File: src/rtl/l1_cmd_arbiter_if.sv
// rtl/l1_cmd_arbiter_if.sv - requester, cache and status signals of the L1 command arbiter
interface l1_cmd_arbiter_if #(
    parameter int ADDR_W = 60,
    parameter int CNT_W  = 32
);
    logic              trace_valid;
    logic              trace_ready;
    logic [2:0]        trace_command;
    logic [ADDR_W-1:0] trace_address;
    logic              snoop_valid;
    logic              snoop_ready;
    logic [2:0]        snoop_command;
    logic [ADDR_W-1:0] snoop_address;
    logic              cache_write;
    logic [2:0]        cache_command;
    logic [ADDR_W-1:0] cache_address;
    logic              cache_processing;
    logic              trace_done;
    logic              snoop_done;
    logic              cmd_error;
    logic              timeout;
    logic              busy;
    logic [CNT_W-1:0]  trace_count;
    logic [CNT_W-1:0]  snoop_count;

    modport master (
        output trace_valid, trace_command, trace_address,
        output snoop_valid, snoop_command, snoop_address,
        output cache_processing,
        input  trace_ready, snoop_ready,
        input  cache_write, cache_command, cache_address,
        input  trace_done, snoop_done, cmd_error, timeout, busy,
        input  trace_count, snoop_count
    );

    modport slave (
        input  trace_valid, trace_command, trace_address,
        input  snoop_valid, snoop_command, snoop_address,
        input  cache_processing,
        output trace_ready, snoop_ready,
        output cache_write, cache_command, cache_address,
        output trace_done, snoop_done, cmd_error, timeout, busy,
        output trace_count, snoop_count
    );
endinterface

File: src/rtl/l1_cmd_arbiter.sv
// rtl/l1_cmd_arbiter.sv - shares the L1 cache command port between trace and snoop requesters
module l1_cmd_arbiter #(
    parameter int ADDR_W           = 60,
    parameter int CNT_W            = 32,
    parameter int MAX_SNOOP_STREAK = 4,
    parameter int TIMEOUT          = 1024
) (
    input  logic          clk,
    input  logic          rst,
    l1_cmd_arbiter_if.slave bus
);
    localparam logic [1:0] ST_IDLE       = 2'd0;
    localparam logic [1:0] ST_ISSUE      = 2'd1;
    localparam logic [1:0] ST_WAIT_START = 2'd2;
    localparam logic [1:0] ST_WAIT_DONE  = 2'd3;

    localparam int STRK_W = (MAX_SNOOP_STREAK < 1) ? 1 : $clog2(MAX_SNOOP_STREAK + 1);
    localparam int WD_W   = (TIMEOUT < 2) ? 1 : $clog2(TIMEOUT + 1);
    localparam logic [STRK_W-1:0] STRK_MAX = STRK_W'(MAX_SNOOP_STREAK);
    localparam logic [WD_W-1:0]   WD_LAST  = WD_W'(TIMEOUT - 1);

    logic [1:0]        state_q, state_d;
    logic [STRK_W-1:0] streak_q, streak_d;
    logic [WD_W-1:0]   wdog_q, wdog_d;
    logic [2:0]        cmd_q, cmd_d;
    logic [ADDR_W-1:0] addr_q, addr_d;
    logic              own_snoop_q, own_snoop_d;
    logic [CNT_W-1:0]  trace_count_q, trace_count_d;
    logic [CNT_W-1:0]  snoop_count_q, snoop_count_d;
    logic              trace_done_q, trace_done_d;
    logic              snoop_done_q, snoop_done_d;
    logic              cmd_error_q, cmd_error_d;
    logic              timeout_q, timeout_d;

    logic snoop_pick;
    logic trace_pick;
    logic idle_ok;
    logic snoop_fire;
    logic trace_fire;
    logic snoop_legal;
    logic trace_legal;
    logic wd_expire;

    // Arbitration: snoop wins unless it has already starved trace for the full streak
    always_comb begin
        snoop_pick  = bus.snoop_valid && !(bus.trace_valid && (streak_q == STRK_MAX));
        trace_pick  = bus.trace_valid && !snoop_pick;
        idle_ok     = (state_q == ST_IDLE) && !rst;
        snoop_fire  = idle_ok && snoop_pick;
        trace_fire  = idle_ok && trace_pick;
        snoop_legal = (bus.snoop_command == 3'd2) || (bus.snoop_command == 3'd4);
        trace_legal = (bus.trace_command <= 3'd3);
        wd_expire   = (wdog_q == WD_LAST);
    end

    assign bus.snoop_ready   = snoop_fire;
    assign bus.trace_ready   = trace_fire;
    assign bus.cache_write   = (state_q == ST_ISSUE);
    assign bus.cache_command = cmd_q;
    assign bus.cache_address = addr_q;
    assign bus.trace_done    = trace_done_q;
    assign bus.snoop_done    = snoop_done_q;
    assign bus.cmd_error     = cmd_error_q;
    assign bus.timeout       = timeout_q;
    assign bus.busy          = (state_q != ST_IDLE);
    assign bus.trace_count   = trace_count_q;
    assign bus.snoop_count   = snoop_count_q;

    // Next-state logic for the command sequencer, streak guard and watchdog
    always_comb begin
        state_d       = state_q;
        streak_d      = streak_q;
        wdog_d        = wdog_q;
        cmd_d         = cmd_q;
        addr_d        = addr_q;
        own_snoop_d   = own_snoop_q;
        trace_count_d = trace_count_q;
        snoop_count_d = snoop_count_q;
        trace_done_d  = 1'b0;
        snoop_done_d  = 1'b0;
        cmd_error_d   = 1'b0;
        timeout_d     = 1'b0;

        case (state_q)
            ST_IDLE: begin
                if (snoop_fire) begin
                    if (snoop_legal) begin
                        cmd_d       = bus.snoop_command;
                        addr_d      = bus.snoop_address;
                        own_snoop_d = 1'b1;
                        state_d     = ST_ISSUE;
                        if (!bus.trace_valid) begin
                            streak_d = '0;
                        end else if (streak_q != STRK_MAX) begin
                            streak_d = streak_q + 1'b1;
                        end
                    end else begin
                        cmd_error_d = 1'b1;
                    end
                end else if (trace_fire) begin
                    if (trace_legal) begin
                        cmd_d       = bus.trace_command;
                        addr_d      = bus.trace_address;
                        own_snoop_d = 1'b0;
                        state_d     = ST_ISSUE;
                        streak_d    = '0;
                    end else begin
                        cmd_error_d = 1'b1;
                    end
                end
            end
            ST_ISSUE: begin
                wdog_d  = '0;
                state_d = ST_WAIT_START;
            end
            ST_WAIT_START: begin
                wdog_d = wdog_q + 1'b1;
                // A command that never started is aborted without being counted
                if (wd_expire) begin
                    timeout_d    = 1'b1;
                    trace_done_d = !own_snoop_q;
                    snoop_done_d = own_snoop_q;
                    state_d      = ST_IDLE;
                end else if (bus.cache_processing) begin
                    state_d = ST_WAIT_DONE;
                    if (own_snoop_q) begin
                        snoop_count_d = snoop_count_q + 1'b1;
                    end else begin
                        trace_count_d = trace_count_q + 1'b1;
                    end
                end
            end
            default: begin
                wdog_d = wdog_q + 1'b1;
                // Completion takes precedence over a watchdog expiring on the same cycle
                if (!bus.cache_processing) begin
                    trace_done_d = !own_snoop_q;
                    snoop_done_d = own_snoop_q;
                    state_d      = ST_IDLE;
                end else if (wd_expire) begin
                    timeout_d    = 1'b1;
                    trace_done_d = !own_snoop_q;
                    snoop_done_d = own_snoop_q;
                    state_d      = ST_IDLE;
                end
            end
        endcase
    end

    // State and output registers; reset abandons any in-flight command silently
    always_ff @(posedge clk) begin
        if (rst) begin
            state_q       <= ST_IDLE;
            streak_q      <= '0;
            wdog_q        <= '0;
            cmd_q         <= '0;
            addr_q        <= '0;
            own_snoop_q   <= 1'b0;
            trace_count_q <= '0;
            snoop_count_q <= '0;
            trace_done_q  <= 1'b0;
            snoop_done_q  <= 1'b0;
            cmd_error_q   <= 1'b0;
            timeout_q     <= 1'b0;
        end else begin
            state_q       <= state_d;
            streak_q      <= streak_d;
            wdog_q        <= wdog_d;
            cmd_q         <= cmd_d;
            addr_q        <= addr_d;
            own_snoop_q   <= own_snoop_d;
            trace_count_q <= trace_count_d;
            snoop_count_q <= snoop_count_d;
            trace_done_q  <= trace_done_d;
            snoop_done_q  <= snoop_done_d;
            cmd_error_q   <= cmd_error_d;
            timeout_q     <= timeout_d;
        end
    end
endmodule

File: src/flat_wrapper.sv
// flat-port wrapper written by rule: the top's interface ports become plain ports
module l1_cmd_arbiter_flat 
#(
    parameter int ADDR_W           = 60,
    parameter int CNT_W            = 32,
    parameter int MAX_SNOOP_STREAK = 4,
    parameter int TIMEOUT          = 1024
)
  (clk, rst, bus_trace_valid, bus_trace_command, bus_trace_address, bus_snoop_valid, bus_snoop_command, bus_snoop_address, bus_cache_processing, bus_trace_ready, bus_snoop_ready, bus_cache_write, bus_cache_command, bus_cache_address, bus_trace_done, bus_snoop_done, bus_cmd_error, bus_timeout, bus_busy, bus_trace_count, bus_snoop_count);
  l1_cmd_arbiter_if #(.ADDR_W(ADDR_W), .CNT_W(CNT_W)) bus_i ();
  input  logic clk;
  input  logic rst;
  input wire logic [$bits(bus_i.trace_valid)-1:0] bus_trace_valid;
  input wire logic [$bits(bus_i.trace_command)-1:0] bus_trace_command;
  input wire logic [$bits(bus_i.trace_address)-1:0] bus_trace_address;
  input wire logic [$bits(bus_i.snoop_valid)-1:0] bus_snoop_valid;
  input wire logic [$bits(bus_i.snoop_command)-1:0] bus_snoop_command;
  input wire logic [$bits(bus_i.snoop_address)-1:0] bus_snoop_address;
  input wire logic [$bits(bus_i.cache_processing)-1:0] bus_cache_processing;
  output wire logic [$bits(bus_i.trace_ready)-1:0] bus_trace_ready;
  output wire logic [$bits(bus_i.snoop_ready)-1:0] bus_snoop_ready;
  output wire logic [$bits(bus_i.cache_write)-1:0] bus_cache_write;
  output wire logic [$bits(bus_i.cache_command)-1:0] bus_cache_command;
  output wire logic [$bits(bus_i.cache_address)-1:0] bus_cache_address;
  output wire logic [$bits(bus_i.trace_done)-1:0] bus_trace_done;
  output wire logic [$bits(bus_i.snoop_done)-1:0] bus_snoop_done;
  output wire logic [$bits(bus_i.cmd_error)-1:0] bus_cmd_error;
  output wire logic [$bits(bus_i.timeout)-1:0] bus_timeout;
  output wire logic [$bits(bus_i.busy)-1:0] bus_busy;
  output wire logic [$bits(bus_i.trace_count)-1:0] bus_trace_count;
  output wire logic [$bits(bus_i.snoop_count)-1:0] bus_snoop_count;
  assign bus_i.trace_valid = bus_trace_valid;
  assign bus_i.trace_command = bus_trace_command;
  assign bus_i.trace_address = bus_trace_address;
  assign bus_i.snoop_valid = bus_snoop_valid;
  assign bus_i.snoop_command = bus_snoop_command;
  assign bus_i.snoop_address = bus_snoop_address;
  assign bus_i.cache_processing = bus_cache_processing;
  assign bus_trace_ready = bus_i.trace_ready;
  assign bus_snoop_ready = bus_i.snoop_ready;
  assign bus_cache_write = bus_i.cache_write;
  assign bus_cache_command = bus_i.cache_command;
  assign bus_cache_address = bus_i.cache_address;
  assign bus_trace_done = bus_i.trace_done;
  assign bus_snoop_done = bus_i.snoop_done;
  assign bus_cmd_error = bus_i.cmd_error;
  assign bus_timeout = bus_i.timeout;
  assign bus_busy = bus_i.busy;
  assign bus_trace_count = bus_i.trace_count;
  assign bus_snoop_count = bus_i.snoop_count;
  l1_cmd_arbiter #(.ADDR_W(ADDR_W), .CNT_W(CNT_W), .MAX_SNOOP_STREAK(MAX_SNOOP_STREAK), .TIMEOUT(TIMEOUT)) u_core (.clk(clk), .rst(rst), .bus(bus_i));
endmodule
File: config.mk
export PLATFORM = sky130hd
export DESIGN_NAME = l1_cmd_arbiter_flat
export DESIGN_NICKNAME = d
export VERILOG_FILES = /design/src/rtl/l1_cmd_arbiter_if.sv /design/src/rtl/l1_cmd_arbiter.sv /design/src/flat_wrapper.sv
export SDC_FILE = /design/constraint.sdc
export NUM_CORES = 1
export LEC_CHECK = 0
export CORE_MARGIN = 3
export CORE_UTILIZATION = 25
export DETAILED_ROUTE_END_ITERATION = 10
export GPL_ROUTABILITY_DRIVEN = 1
export PLACE_DENSITY_LB_ADDON = 0.05
export SETUP_SLACK_MARGIN = 0.5
export SYNTH_ARGS = -nofsm -noshare
export SYNTH_HDL_FRONTEND = slang
export SYNTH_SLANG_ARGS = --single-unit
File: constraint.sdc
create_clock -name clk -period 2.43 [get_ports clk]
set_clock_uncertainty 0.15 [all_clocks]
set_input_delay 0.486 -clock clk [delete_from_list [all_inputs] [get_ports clk]]
set_output_delay 0.486 -clock clk [all_outputs]
set_load 0.02 [all_outputs]
; After elaboration in Yosys (flattened, before gate mapping)
; Index checks and enable logic that the tools add are counted.
[classes]
addsub = 4
n_lt_le_gt_ge = 1
reduce_logical = 22
n_eq_ne = 14
bitwise_logic = 3
n_mux = 41
[ops]
columns = op, n
row1 = 60-bit two-way mux, 4
row2 = 32-bit by 1-bit adder with 32-bit output (second input constant), 2
row3 = 3-bit two-way mux, 10
row4 = 11-bit case mux with 2 select lines, 1
row5 = 2-bit two-way mux, 8
row6 = 1-bit two-way mux, 14
row7 = 3-bit by 2-bit != test with 1-bit output (second input constant), 4
row8 = 4-bit AND reduction, 3
row9 = 11-bit by 1-bit adder with 11-bit output (second input constant), 1
row10 = 11-bit by 10-bit == test with 1-bit output (second input constant), 1
row11 = 5-bit AND reduction, 2
row12 = 3-bit == test (second input constant), 2
row13 = 1-bit logical AND, 6
row14 = 3-bit != test (second input constant), 2
row15 = 1-bit case mux with 2 select lines, 3
row16 = 2-bit case mux with 3 select lines, 1
row17 = 2-bit nonzero test, 3
row18 = 5-bit by 1-bit != test with 1-bit output (second input constant), 1
row19 = 1-bit zero test, 4
row20 = 2-bit OR reduction, 2
row21 = 3-bit by 1-bit adder with 3-bit output (second input constant), 1
row22 = 3-bit by 2-bit == test with 1-bit output (second input constant), 1
row23 = 3-bit by 2-bit <= comparator with 1-bit output (second input constant), 1
row24 = 1-bit NOT, 3
row25 = other kinds (5), 5
[totals]
wordCells = 97
out_inout_bits = 135
input_bits = 131
ff_bits = 148

; Longest topological paths before layout
[depth]
depth_word = 10
ltp_mapped = 9
mapped_depth_nobuf = 7

; Worst setup path after synthesis
; OpenSTA, ideal clock, no wires.
[synth_timing]
kind = register to register
start = register u_core.snoop_count_q[0], in the netlist u_core.bus.snoop_count[0]
end = register u_core.snoop_count_q[22], in the netlist u_core.bus.snoop_count[22]
setup_slack_ps = 354
stages_incl_launch_ff = 8
t_arrival_ps = 1798
synth_period_minus_slack_ps = 2076
path_buffers = 1
t_required_ps = 2152
setup_ps = 128
path_cell_list = dfxtp_1 -> ha_1 -> nand4_1 -> or3_1 -> buf_2 -> nor4b_1 -> xnor2_1 -> nor2_1
[synth_via]
elab_chain_cells = 1
[synth_rtl]
columns = element, line
row1 = "start, declared", l1_cmd_arbiter.sv:29  ; logic [CNT_W-1:0] snoop_count_q, snoop_count_d;
row2 = "start signal, assigned", l1_cmd_arbiter.sv:173  ; snoop_count_q <= snoop_count_d;
row3 = 32-bit by 1-bit adder with 32-bit output, l1_cmd_arbiter.sv:127  ; snoop_count_d = snoop_count_q + 1'b1;
; Every way passes these cells.
; A chain may end at the register's enable or synchronous reset.

; Worst setup path in the final report
[layout_timing]
start = register u_core.streak_q[0]
end = register u_core.addr_q[49], in the netlist u_core.bus.cache_address[49]
[layout_via]
elab_chain_cells = 9
word_cells_on_any_way = 13
classes_between = eq/ne (2) / mux (1) / reduce/logical (10)
[layout_rtl]
columns = element, line
row1 = "start, declared", l1_cmd_arbiter.sv:23  ; logic [STRK_W-1:0] streak_q, streak_d;
row2 = "start signal, assigned", l1_cmd_arbiter.sv:167  ; streak_q <= streak_d;
row3 = 3-bit == test (*), l1_cmd_arbiter.sv:46  ; snoop_pick = bus.snoop_valid && !(bus.trace_valid && (streak_q == STRK_MAX));
row4 = 1-bit logical AND (*), l1_cmd_arbiter.sv:46
row5 = 1-bit zero test (*), l1_cmd_arbiter.sv:46
row6 = 1-bit logical AND (*), l1_cmd_arbiter.sv:46
row7 = 1-bit zero test, l1_cmd_arbiter.sv:47  ; trace_pick = bus.trace_valid && !snoop_pick;
row8 = 1-bit logical AND, l1_cmd_arbiter.sv:47
row9 = 1-bit logical AND, l1_cmd_arbiter.sv:50  ; trace_fire = idle_ok && trace_pick;
row10 = 2-bit nonzero test (no line), -
row11 = 4-bit AND reduction (no line), -
row12 = "end signal, assigned", l1_cmd_arbiter.sv:170  ; addr_q <= addr_d;
row13 = "end, declared", l1_cmd_arbiter.sv:26  ; logic [ADDR_W-1:0] addr_q, addr_d;
; Every way passes the cells marked *; elsewhere a longest branch is shown, timed or not.

==> impl_metrics.yaml <==
setup_path:
  crit_type: "reg -> reg"
  crit_buf_inv: 6
  startpoint_type: "flip-flop"
  crit_arrival_ns: 2.37
  worstPathRequired_ns: 2.56
  path_max_fanout: 7
  crit_path_end_kind: "flip-flop"
  cp_slowest_stage_delay_ns: 0.40
  cpMaxStageDelayCell: "or3b_4"
  cp_top_family: "buffers and inverters"
  cp_cell_sequence: "inv_2 -> ha_4 -> a21boi_4 -> or3b_4 -> o32ai_4 -> buf_12 -> buf_4 -> buf_12 -> buf_16 -> buf_4 -> a311oi_2"
synthesis:
  mappedNetlistArea_um2: 7180
  ys_seq_elements: 148
  syn_inst: 835
  synth.most_common_cell: "nand2_1"
  synth_edf_count: 0
  synth.yosys.seq_area_share_pct: 41.3
  syn_avg_cell_area_um2: 8.60
  synth-async-reset-ratio_pct: 0
  synth_largest_area_cell: "dfxtp_1"
  synth_ff_type: "dfxtp_1"
  yosys.cell_types.count: 56
  netlist_top_cells_count: "nand2_1, dfxtp_1, nor2_1, xnor2_1, a311oi_2"
  syn_nets: 971
  ys_top_cells_by_area: "dfxtp_1, a311oi_2, nand2_1"
  synth_top_area_share_pct: 41.3
  yosys_warnings: 0
final_layout:
  finalNonFillerCells: 1573
  drive_gt1_share_pct: 28.2
  num-fill-cells: 2723
  postLayoutCellArea_um2: 13000
  area_delta_synth_final_pct: 81.0
  finalNetCount: 1318
  multi_input_area_um2: 4580
  antenna_cells: 0
  seq_area_um2: 3040
detailed_routing:
  drt-initial-drc-count: 316
  ant_nets: 0
  vias: 7246
  first_pass_iters: 4
  drt-vias-per-instance: 4.61
  wl_per_cell_um: 17.0
  drt-total-wl_um: 26800
  drc: 0
cts:
  htreeDepth: 4
  numCtsBuffers: 17
  cts_tree: "done"
  clock_latency_ns: 0.42
  clk_pin_slew_ns: 0.07
  cts_sinks: 148
  cts_buffer_depth: 2
  root_buffer: "clkbuf_16"
timing:
  relSlewSlack_pct: 47.0
  period_share_pct: 92.3
  whs_ns: 0.337
  drv_slew: 0
  hold_viol: 0
  setup_violations: 0
  fin_ws_ns: 0.188
  tightest_slew_ns: 0.794
  rsz0062_at_grt: "yes"
  max_freq_mhz: 446
  finalCriticalPeriod_ns: 2.24
pwr:
  p_per_area_nw_per_um2: 491
  finalPower_mw: 6.38
  ir_drop_uv: 403
  p_leak_nw: 5.76
global_routing:
  grt_pass1_vias: 7071
  grt_max_degree: 128
  grt_antenna_before_repair: 1
  grt.total_usage_pct: 16.3
  grt_overflow: 0
  grt_first_pass_wirelength_um: 40000
floorplan:
  coreArea_um2: 28000
  start_util_pct: 25.6
  rows: 61
  ioPinCount: 266
  die_y_um: 175
  die_w_um: 175
  die-area_um2: 30800
placed_design:
  numPortBuffers: 265
  place_hpwl_um: 17600
  place_area_um2: 10800
  gp_congestion: 0.759
  dp_slack_ns: -0.245
  dpl.cell_count: 1467
run_status:
  status: "finished clean"
flow_run:
  max-cap-violations: 0
worst_hold_path:
  holdCritPathClass: "reg -> reg"
power breakdown:
| part | switching, mW | total, mW | internal (mW) |
|---|---|---|---|
| combinational | 0.540 | 1.14 | 0.597 |
| clock | 1.15 | 2.70 | 1.55 |
| sequential | 0.0495 | 2.54 | 2.49 |
| total | 1.74 | 6.38 | 4.64 |
worst min-delay path, cell delays in order, from the launching register on:
cell	delay [ns]
dfxtp_1	0.33
o21ai_2	0.05
a21oi_1	0.06
cells in the final DEF (no fill, tap or decap), types with 15 or more instances in the layout:
cell / n
dfxtp_1: 114
a21oi_1: 15
a311oi_1: 16
nor4_4: 24
dfxtp_4: 15
nand4_1: 15
a311oi_2: 47
nor2_1: 129
nand3_1: 25
clkdlybuf4s50_1: 126
dfxtp_2: 19
nand2_1: 149
buf_6: 23
clkbuf_16: 24
dlymetal6s2s_1: 63
dlygate4sd2_1: 67
buf_12: 21
xnor2_1: 47
buf_4: 65
repair_timing:
action                                  4_1_cts  5_1_grt
hold buffers                                  0        0
pin swaps                                    18       70
buffers inserted                             27       31
endpoints found under the setup margin      262      204
cloned                                        7        9
gates resized for setup                     158      170
flip-flops by register name, summed over array words and instances, names as in the netlist:
name and cells:
u_core.bus.cache_address 60, u_core.bus.snoop_count 32, u_core.bus.trace_count 32, u_core.wdog_q 11, u_core.bus.cache_command 3, u_core.streak_q 3
u_core.state_q 2, u_core.bus.cmd_error 1, u_core.bus.snoop_done 1, u_core.bus.timeout 1, u_core.bus.trace_done 1, u_core.own_snoop_q 1
per-layer routing:
layer	GRT usage [%]	vias up	share of wire, %
met1	19.5	3381	42
met5	0	-	0.049
met4	4.16	2	1.1
met3	7.00	18	8.7
li1	-	3662	-
met2	26.8	183	48
logic make-up after synthesis:
group	count (synthesis)	share of synthesized area [%]
AOI/OAI and AO/OA	111	16.0
xor gates and xnor gates	55	6.71
adders and majority gates	5	0.871
buffers and inverters	72	5.04
DFF	148	41.3
muxes	4	0.592
and+or+nand+nor	440	29.6
through the flow:
stage	setup TNS, ns	utilization, %
floorplan	0	-
global placement	-13.63	38.4
detailed placement	-14.18	38.4
CTS	0	42.6
global route	0	46.4
finish	0	46.4
cell type report:
class | count | share of cell area, %
clock buffers | 21 | 3.70
clock inverters | 11 | 0.895
inverters | 12 | 0.366
multi-input cells | 616 | 35.2
flip-flops and latches | 148 | 23.4
well taps | 378 | 3.64
repair buffers | 387 | 32.8
final timing paths:
check | startpoint | to | slack (ns) | depth (start not counted)
max reg2reg | u_core.streak_q[0] | u_core.bus.cache_address[49] | 0.19 | 11
min reg2reg | u_core.bus.trace_count[31] | u_core.bus.trace_count[31] | 0.34 | 2
max | u_core.streak_q[0] | u_core.bus.cache_address[49] | 0.19 | 11
min | u_core.bus.trace_count[31] | u_core.bus.trace_count[31] | 0.34 | 2
Note: power is estimated with default switching activity, not from simulation.
